File: config.mk
export PLATFORM = sky130hd
export DESIGN_NAME = regfile_seq
export DESIGN_NICKNAME = d
export VERILOG_FILES = /design/src/rtl/regfile_seq.sv
export SDC_FILE = /design/constraint.sdc
export NUM_CORES = 1
export LEC_CHECK = 0
export CORE_MARGIN = 3
export CORE_UTILIZATION = 32
export DETAILED_ROUTE_END_ITERATION = 10
export GPL_ROUTABILITY_DRIVEN = 0
export HOLD_SLACK_MARGIN = 0.15
export PLACE_DENSITY_LB_ADDON = 0.15
export SETUP_SLACK_MARGIN = 0.5
export SLEW_MARGIN = 0
export SYNTH_ARGS = -nofsm -noshare
export SYNTH_HDL_FRONTEND = slang
export SYNTH_SLANG_ARGS = --single-unit
File: constraint.sdc
create_clock -name clk -period 2.95 [get_ports clk]
set_input_delay 0.4425 -clock clk [delete_from_list [all_inputs] [get_ports clk]]
set_output_delay 0.4425 -clock clk [all_outputs]
set_load 0.02 [all_outputs]
File: src/rtl/regfile_seq.sv
// regfile_seq: command sequencer that drives a single-port register file.
// Executes LDI / MOV / RD / ADDA through IDLE -> READ -> WRITE -> RESP steps.
// Every output is registered. The next-state logic decodes the next output
// values from the next state, so each output is valid for the whole cycle
// that its state occupies.
module regfile_seq #(
  parameter int unsigned ACC_ADDR  = 0,
  parameter int unsigned ZERO_ADDR = 15
) (
  input  logic       clk,
  input  logic       rst,
  input  logic       cmd_valid,
  output logic       cmd_ready,
  input  logic [1:0] cmd_op,
  input  logic [3:0] cmd_dst,
  input  logic [3:0] cmd_src,
  input  logic [7:0] cmd_imm,
  output logic       rsp_valid,
  input  logic       rsp_ready,
  output logic [7:0] rsp_data,
  output logic       rsp_carry,
  output logic       we_reg,
  output logic [3:0] addr_reg,
  output logic [7:0] data_reg,
  input  logic [7:0] out_reg,
  input  logic [7:0] ACC
);

  localparam int unsigned AW = 4;
  localparam int unsigned DW = 8;

  localparam logic [AW-1:0] ACC_A  = AW'(ACC_ADDR);
  localparam logic [AW-1:0] ZERO_A = AW'(ZERO_ADDR);

  typedef enum logic [1:0] {
    S_IDLE  = 2'd0,
    S_READ  = 2'd1,
    S_WRITE = 2'd2,
    S_RESP  = 2'd3
  } state_t;

  typedef enum logic [1:0] {
    OP_LDI  = 2'b00,
    OP_MOV  = 2'b01,
    OP_RD   = 2'b10,
    OP_ADDA = 2'b11
  } op_t;

  state_t        state, state_nxt;
  op_t           op_q, op_nxt;
  logic [AW-1:0] dst_q, dst_nxt;
  logic [AW-1:0] src_q, src_nxt;
  logic [DW-1:0] imm_q, imm_nxt;
  logic [DW-1:0] val_q, val_nxt;
  logic [DW-1:0] acc_q, acc_nxt;

  logic          ready_nxt;
  logic          valid_nxt;
  logic          we_nxt;
  logic [AW-1:0] addr_nxt;
  logic [DW-1:0] data_nxt;
  logic [DW-1:0] rdata_nxt;
  logic          carry_nxt;

  logic [DW:0]   sum_nxt;
  logic [AW-1:0] target_nxt;
  logic [DW-1:0] wdata_nxt;
  logic [DW-1:0] result_nxt;

  // Next state, latched command fields, and the registered outputs of the next state
  always_comb begin
    state_nxt  = state;
    op_nxt     = op_q;
    dst_nxt    = dst_q;
    src_nxt    = src_q;
    imm_nxt    = imm_q;
    val_nxt    = val_q;
    acc_nxt    = acc_q;
    ready_nxt  = 1'b0;
    valid_nxt  = 1'b0;
    we_nxt     = 1'b0;
    addr_nxt   = '0;
    data_nxt   = '0;
    rdata_nxt  = rsp_data;
    carry_nxt  = rsp_carry;

    case (state)
      S_IDLE: begin
        if (cmd_valid) begin
          op_nxt    = op_t'(cmd_op);
          dst_nxt   = cmd_dst;
          src_nxt   = cmd_src;
          imm_nxt   = cmd_imm;
          state_nxt = (op_t'(cmd_op) == OP_LDI) ? S_WRITE : S_READ;
        end
      end
      S_READ: begin
        val_nxt   = (src_q == ZERO_A) ? '0 : out_reg;
        acc_nxt   = ACC;
        state_nxt = (op_q == OP_RD) ? S_RESP : S_WRITE;
      end
      S_WRITE: state_nxt = S_RESP;
      S_RESP:  if (rsp_ready) state_nxt = S_IDLE;
      default: state_nxt = S_IDLE;
    endcase

    // Datapath results are derived from the fields as they stand in the next state
    sum_nxt    = {1'b0, acc_nxt} + {1'b0, val_nxt};
    target_nxt = (op_nxt == OP_ADDA) ? ACC_A : dst_nxt;
    case (op_nxt)
      OP_LDI:  wdata_nxt = imm_nxt;
      OP_MOV:  wdata_nxt = val_nxt;
      OP_ADDA: wdata_nxt = sum_nxt[DW-1:0];
      default: wdata_nxt = '0;
    endcase
    case (op_nxt)
      OP_LDI:  result_nxt = imm_nxt;
      OP_ADDA: result_nxt = sum_nxt[DW-1:0];
      default: result_nxt = val_nxt;
    endcase

    case (state_nxt)
      S_IDLE: ready_nxt = 1'b1;
      S_READ: addr_nxt  = src_nxt;
      S_WRITE: begin
        addr_nxt = target_nxt;
        data_nxt = wdata_nxt;
        we_nxt   = (target_nxt != ZERO_A);
      end
      S_RESP: begin
        valid_nxt = 1'b1;
        // The response is loaded only on entry to RESP and held until the handshake
        if (state != S_RESP) begin
          rdata_nxt = result_nxt;
          carry_nxt = (op_nxt == OP_ADDA) && sum_nxt[DW];
        end
      end
      default: ready_nxt = 1'b0;
    endcase
  end

  // State, latched fields and registered outputs; reset clears them without waiting for clk
  always_ff @(posedge clk or posedge rst) begin
    if (rst) begin
      state     <= S_IDLE;
      op_q      <= OP_LDI;
      dst_q     <= '0;
      src_q     <= '0;
      imm_q     <= '0;
      val_q     <= '0;
      acc_q     <= '0;
      cmd_ready <= 1'b1;
      rsp_valid <= 1'b0;
      rsp_data  <= '0;
      rsp_carry <= 1'b0;
      we_reg    <= 1'b0;
      addr_reg  <= '0;
      data_reg  <= '0;
    end else begin
      state     <= state_nxt;
      op_q      <= op_nxt;
      dst_q     <= dst_nxt;
      src_q     <= src_nxt;
      imm_q     <= imm_nxt;
      val_q     <= val_nxt;
      acc_q     <= acc_nxt;
      cmd_ready <= ready_nxt;
      rsp_valid <= valid_nxt;
      rsp_data  <= rdata_nxt;
      rsp_carry <= carry_nxt;
      we_reg    <= we_nxt;
      addr_reg  <= addr_nxt;
      data_reg  <= data_nxt;
    end
  end

endmodule

==> impl_metrics.py <==
metrics = {
    "critical_path": {
        "cp_cell_sequence": "nor2b_1 -> buf_4 -> buf_4 -> buf_12 -> nand3_4 -> nand2_4 -> ha_4 -> a21oi_2 -> a211oi_2 -> nor3_2 -> nand2_1 -> o311a_1 -> a21oi_2",
        "rr_worst_depth": 13,
        "crit_slowest_cell": "dfrtp_2",
        "cp-start-kind": "register",
        "reg2reg_from": "state[0]",
        "crit_buf_inv": 3,
        "crit_arrival_ns": 2.80,
        "path_delay_family": "compound AO/OA/AOI/OAI gates",
        "critPathKind": "reg2reg",
        "critical_path_required_ns": 3.21,
        "r2r_slack_ns": 0.41,
        "r2r-end": "data_reg[6]",
        "setup.worst_path.end_class": "register",
        "cpPeakStageDelay_ns": 0.44,
        "crit_fanout": 10,
    },
    "worst_hold_path": {
        "min_path_cells": 2,
        "hold_start": "rsp_data[2]",
        "hold_path.class": "reg2reg",
        "hold_end": "rsp_data[2]",
    },
    "placement": {
        "post-dp-hpwl_mm": 5.786,
        "portBuffers": 61,
    },
    "routing": {
        "drt-total-wl_mm": 8.514,
        "wl_per_cell_um": 15.77,
        "vias": 2635,
        "antenna_left": 0,
        "dr.pass1.iters": 4,
        "drtIter0Drc": 121,
        "drc": 0,
        "drt-vias-per-instance": 4.880,
    },
    "pwr": {
        "cellLeakagePower_nw": 1.956,
        "ir_worst_vdd_mv": 0.4038,
        "switching_power_mw": 2.638,
        "internal-power_mw": 3.491,
        "switching_share_pct": 43.05,
        "powerDensity_nw_per_um2": 1336,
        "total_power_mw": 6.129,
        "power_frac_comb_pct": 65.1,
        "clkPwrFrac_pct": 12.2,
        "p_seq_share_pct": 22.7,
    },
    "logic_synthesis": {
        "synth_cells": 313,
        "synth_edf_count": 0,
        "synth-seq-area-share_pct": 48.92,
        "synthArstFlopShare_pct": 100.0,
        "synth_ff_type": "dfrtp_1",
        "ys_types": 48,
        "synth_seq_cells": 60,
        "yosys_warnings": 0,
        "syn_area_um2": 3072,
        "synth_area_per_cell_um2": 9.814,
        "syn_nets": 367,
    },
    "timing": {
        "rsz0062_at_grt": "yes",
        "worstMarginPinSlew_ns": 0.4829,
        "hold_slack_ns": 0.4788,
        "max-slew-margin-rel_pct": 67.61,
        "fin_crit_sh_pct": 86.02,
        "fin_skew_ns": 0.008166,
        "setup_violations": 0,
        "slew_violations": 0,
        "finalSetupTns_ns": 0,
        "finalCriticalPeriod_ns": 2.538,
        "finalHoldViolCount": 0,
        "max_freq_mhz": 394.1,
    },
    "clock_network": {
        "cts_buffers": 9,
        "clk_latency_ns": 0.33,
        "cts_tree": "yes",
        "cts_max_level": 3,
        "path_clk_slew_ns": 0.07,
        "cts.path.max_buffers": 2,
        "clock-sinks": 60,
        "cts_root_buf": "clkbuf_8",
    },
    "grt": {
        "overflow": 0,
        "track_usage_pct": 15.66,
        "grt_pass1_wl_mm": 13.40,
        "grt_antenna_before_repair": 0,
        "grt_pass1_vias": 2604,
        "grt_max_degree": 61,
    },
    "die": {
        "initial_core_util_pct": 33.09,
        "die_area_um2": 10810,
        "ioPinCount": 62,
        "rows": 35,
        "die_y_um": 104.0,
        "die_w_um": 104.0,
        "core-area_um2": 9284,
    },
    "final_layout": {
        "areaGrowthSynthToFinish_pct": 49.33,
        "drive_gt1_share_pct": 31.63,
        "antenna_cells": 0,
        "layout.nets": 460,
    },
    "status": {
        "status": "finished, final reports clean",
    },
    "run": {
        "drv_cap": 0,
    },
}
==> worst register-to-register path: stages, from the launching register on <==
cell	delay (ns)
dfrtp_2	0.44
nor2b_1	0.14
buf_4	0.16
buf_4	0.14
buf_12	0.14
nand3_4	0.09
nand2_4	0.07
ha_4	0.26
a21oi_2	0.20
a211oi_2	0.06
nor3_2	0.14
nand2_1	0.11
o311a_1	0.37
a21oi_2	0.15
==> area by class of cell <==
class,count,area [um2]
Clock buffer,10,137.6
Fill cell,883,4697
Inverter,14,55.05
Sequential cell,60,1505
Clock inverter,6,63.81
Tap cell,129,161.4
Multi-Input combinational cell,224,1743
Timing Repair Buffer,97,920.9
==> worst max-delay path by stage <==
stage                        endpoint  startpoint  cells after the start  slack, ns
final                     data_reg[6]    state[0]                     13       0.41
after global routing      data_reg[6]    state[1]                     13       0.29
after CTS                 data_reg[6]    state[1]                     13       0.44
after detailed placement  data_reg[4]  out_reg[0]                     12       0.14
after global placement    data_reg[4]  out_reg[0]                     12       0.18
after floorplan           data_reg[6]    state[1]                     16       0.31
==> power groups by stage <==
stage,Clock (mW),Sequential [mW],Combinational (mW)
2_1_floorplan,0,1.51,1.96
4_1_cts,0.771,1.39,3.39
3_5_place_dp,0,1.39,3.03
6_report,0.747,1.39,3.99
5_1_grt,0.814,1.43,4.37
3_3_place_gp,0,1.39,3.01
==> placed cells by master (no fill, tap or decap), types with 6 or more instances in the layout <==
cell type,instances
buf_4,31
clkdlybuf4s50_1,61
ha_1,8
xnor2_1,7
o21ai_0,10
inv_1,9
nor2_1,13
dfrtp_1,57
nand2_1,52
ha_4,6
clkbuf_8,10
mux2_2,14
a21oi_1,21
nand2_2,10
==> synthesized netlist by cell type, drive strengths merged, types with 2 or more instances <==
library cell / n / area, um2
nor3: 7 / 45.04
a31oi: 3 / 18.77
clkbuf: 8 / 30.03
mux2i: 4 / 40.04
a32oi: 2 / 17.52
buf: 7 / 46.29
nand2: 66 / 247.7
and2: 4 / 25.02
o22ai: 3 / 18.77
mux2: 14 / 157.7
xnor2: 7 / 61.31
nand2b: 5 / 38.78
o21ai: 16 / 80.07
a21oi: 25 / 125.1
ha: 15 / 187.7
nor2b: 4 / 25.02
a22oi: 4 / 30.03
dfrtp: 59 / 1476
a211oi: 5 / 47.54
o31ai: 3 / 22.52
inv: 13 / 48.80
nand3: 7 / 35.03
nor2: 13 / 48.80
==> routing by layer <==
metal / vias up / GRT usage, % / share of wire, %
met1: 1276 / 20.98 / 45
met3: 10 / 5.152 / 4.5
met4: 0 / 5.508 / 1.9
met2: 71 / 23.72 / 49
li1: 1278 / - / -
met5: - / 0 / 0
==> logic make-up after synthesis <==
logic type,share of synthesized area (%)
simple gates,17.11
flops,48.92
buf+inv,4.195
mux,6.436
compound gates,14.26
xor+xnor,1.996
fa+ha+maj,7.088
==> stage by stage <==
step / std cells / utilization (%) / cell area (um2) / setup slack (ns)
final: 540 / 49.41 / 4587 / 0.4123
after global placement: 502 / 42.12 / 3910 / 0.1782
after CTS: 524 / 46.23 / 4292 / 0.4435
after global routing: 540 / 49.41 / 4587 / 0.2886
after floorplan: 313 / - / 3117 / 0.3128
after detailed placement: 502 / 42.12 / 3910 / 0.1402
==> what timing repair did <==
| item | in CTS | in global routing |
|---|---|---|
| pin swaps | 11 | 19 |
| endpoints found under the setup margin | 9 | 14 |
| hold buffers | 0 | 0 |
| gates resized for setup | 27 | 44 |
| setup buffers | 6 | 16 |
Power figures use the tool's default switching activity.
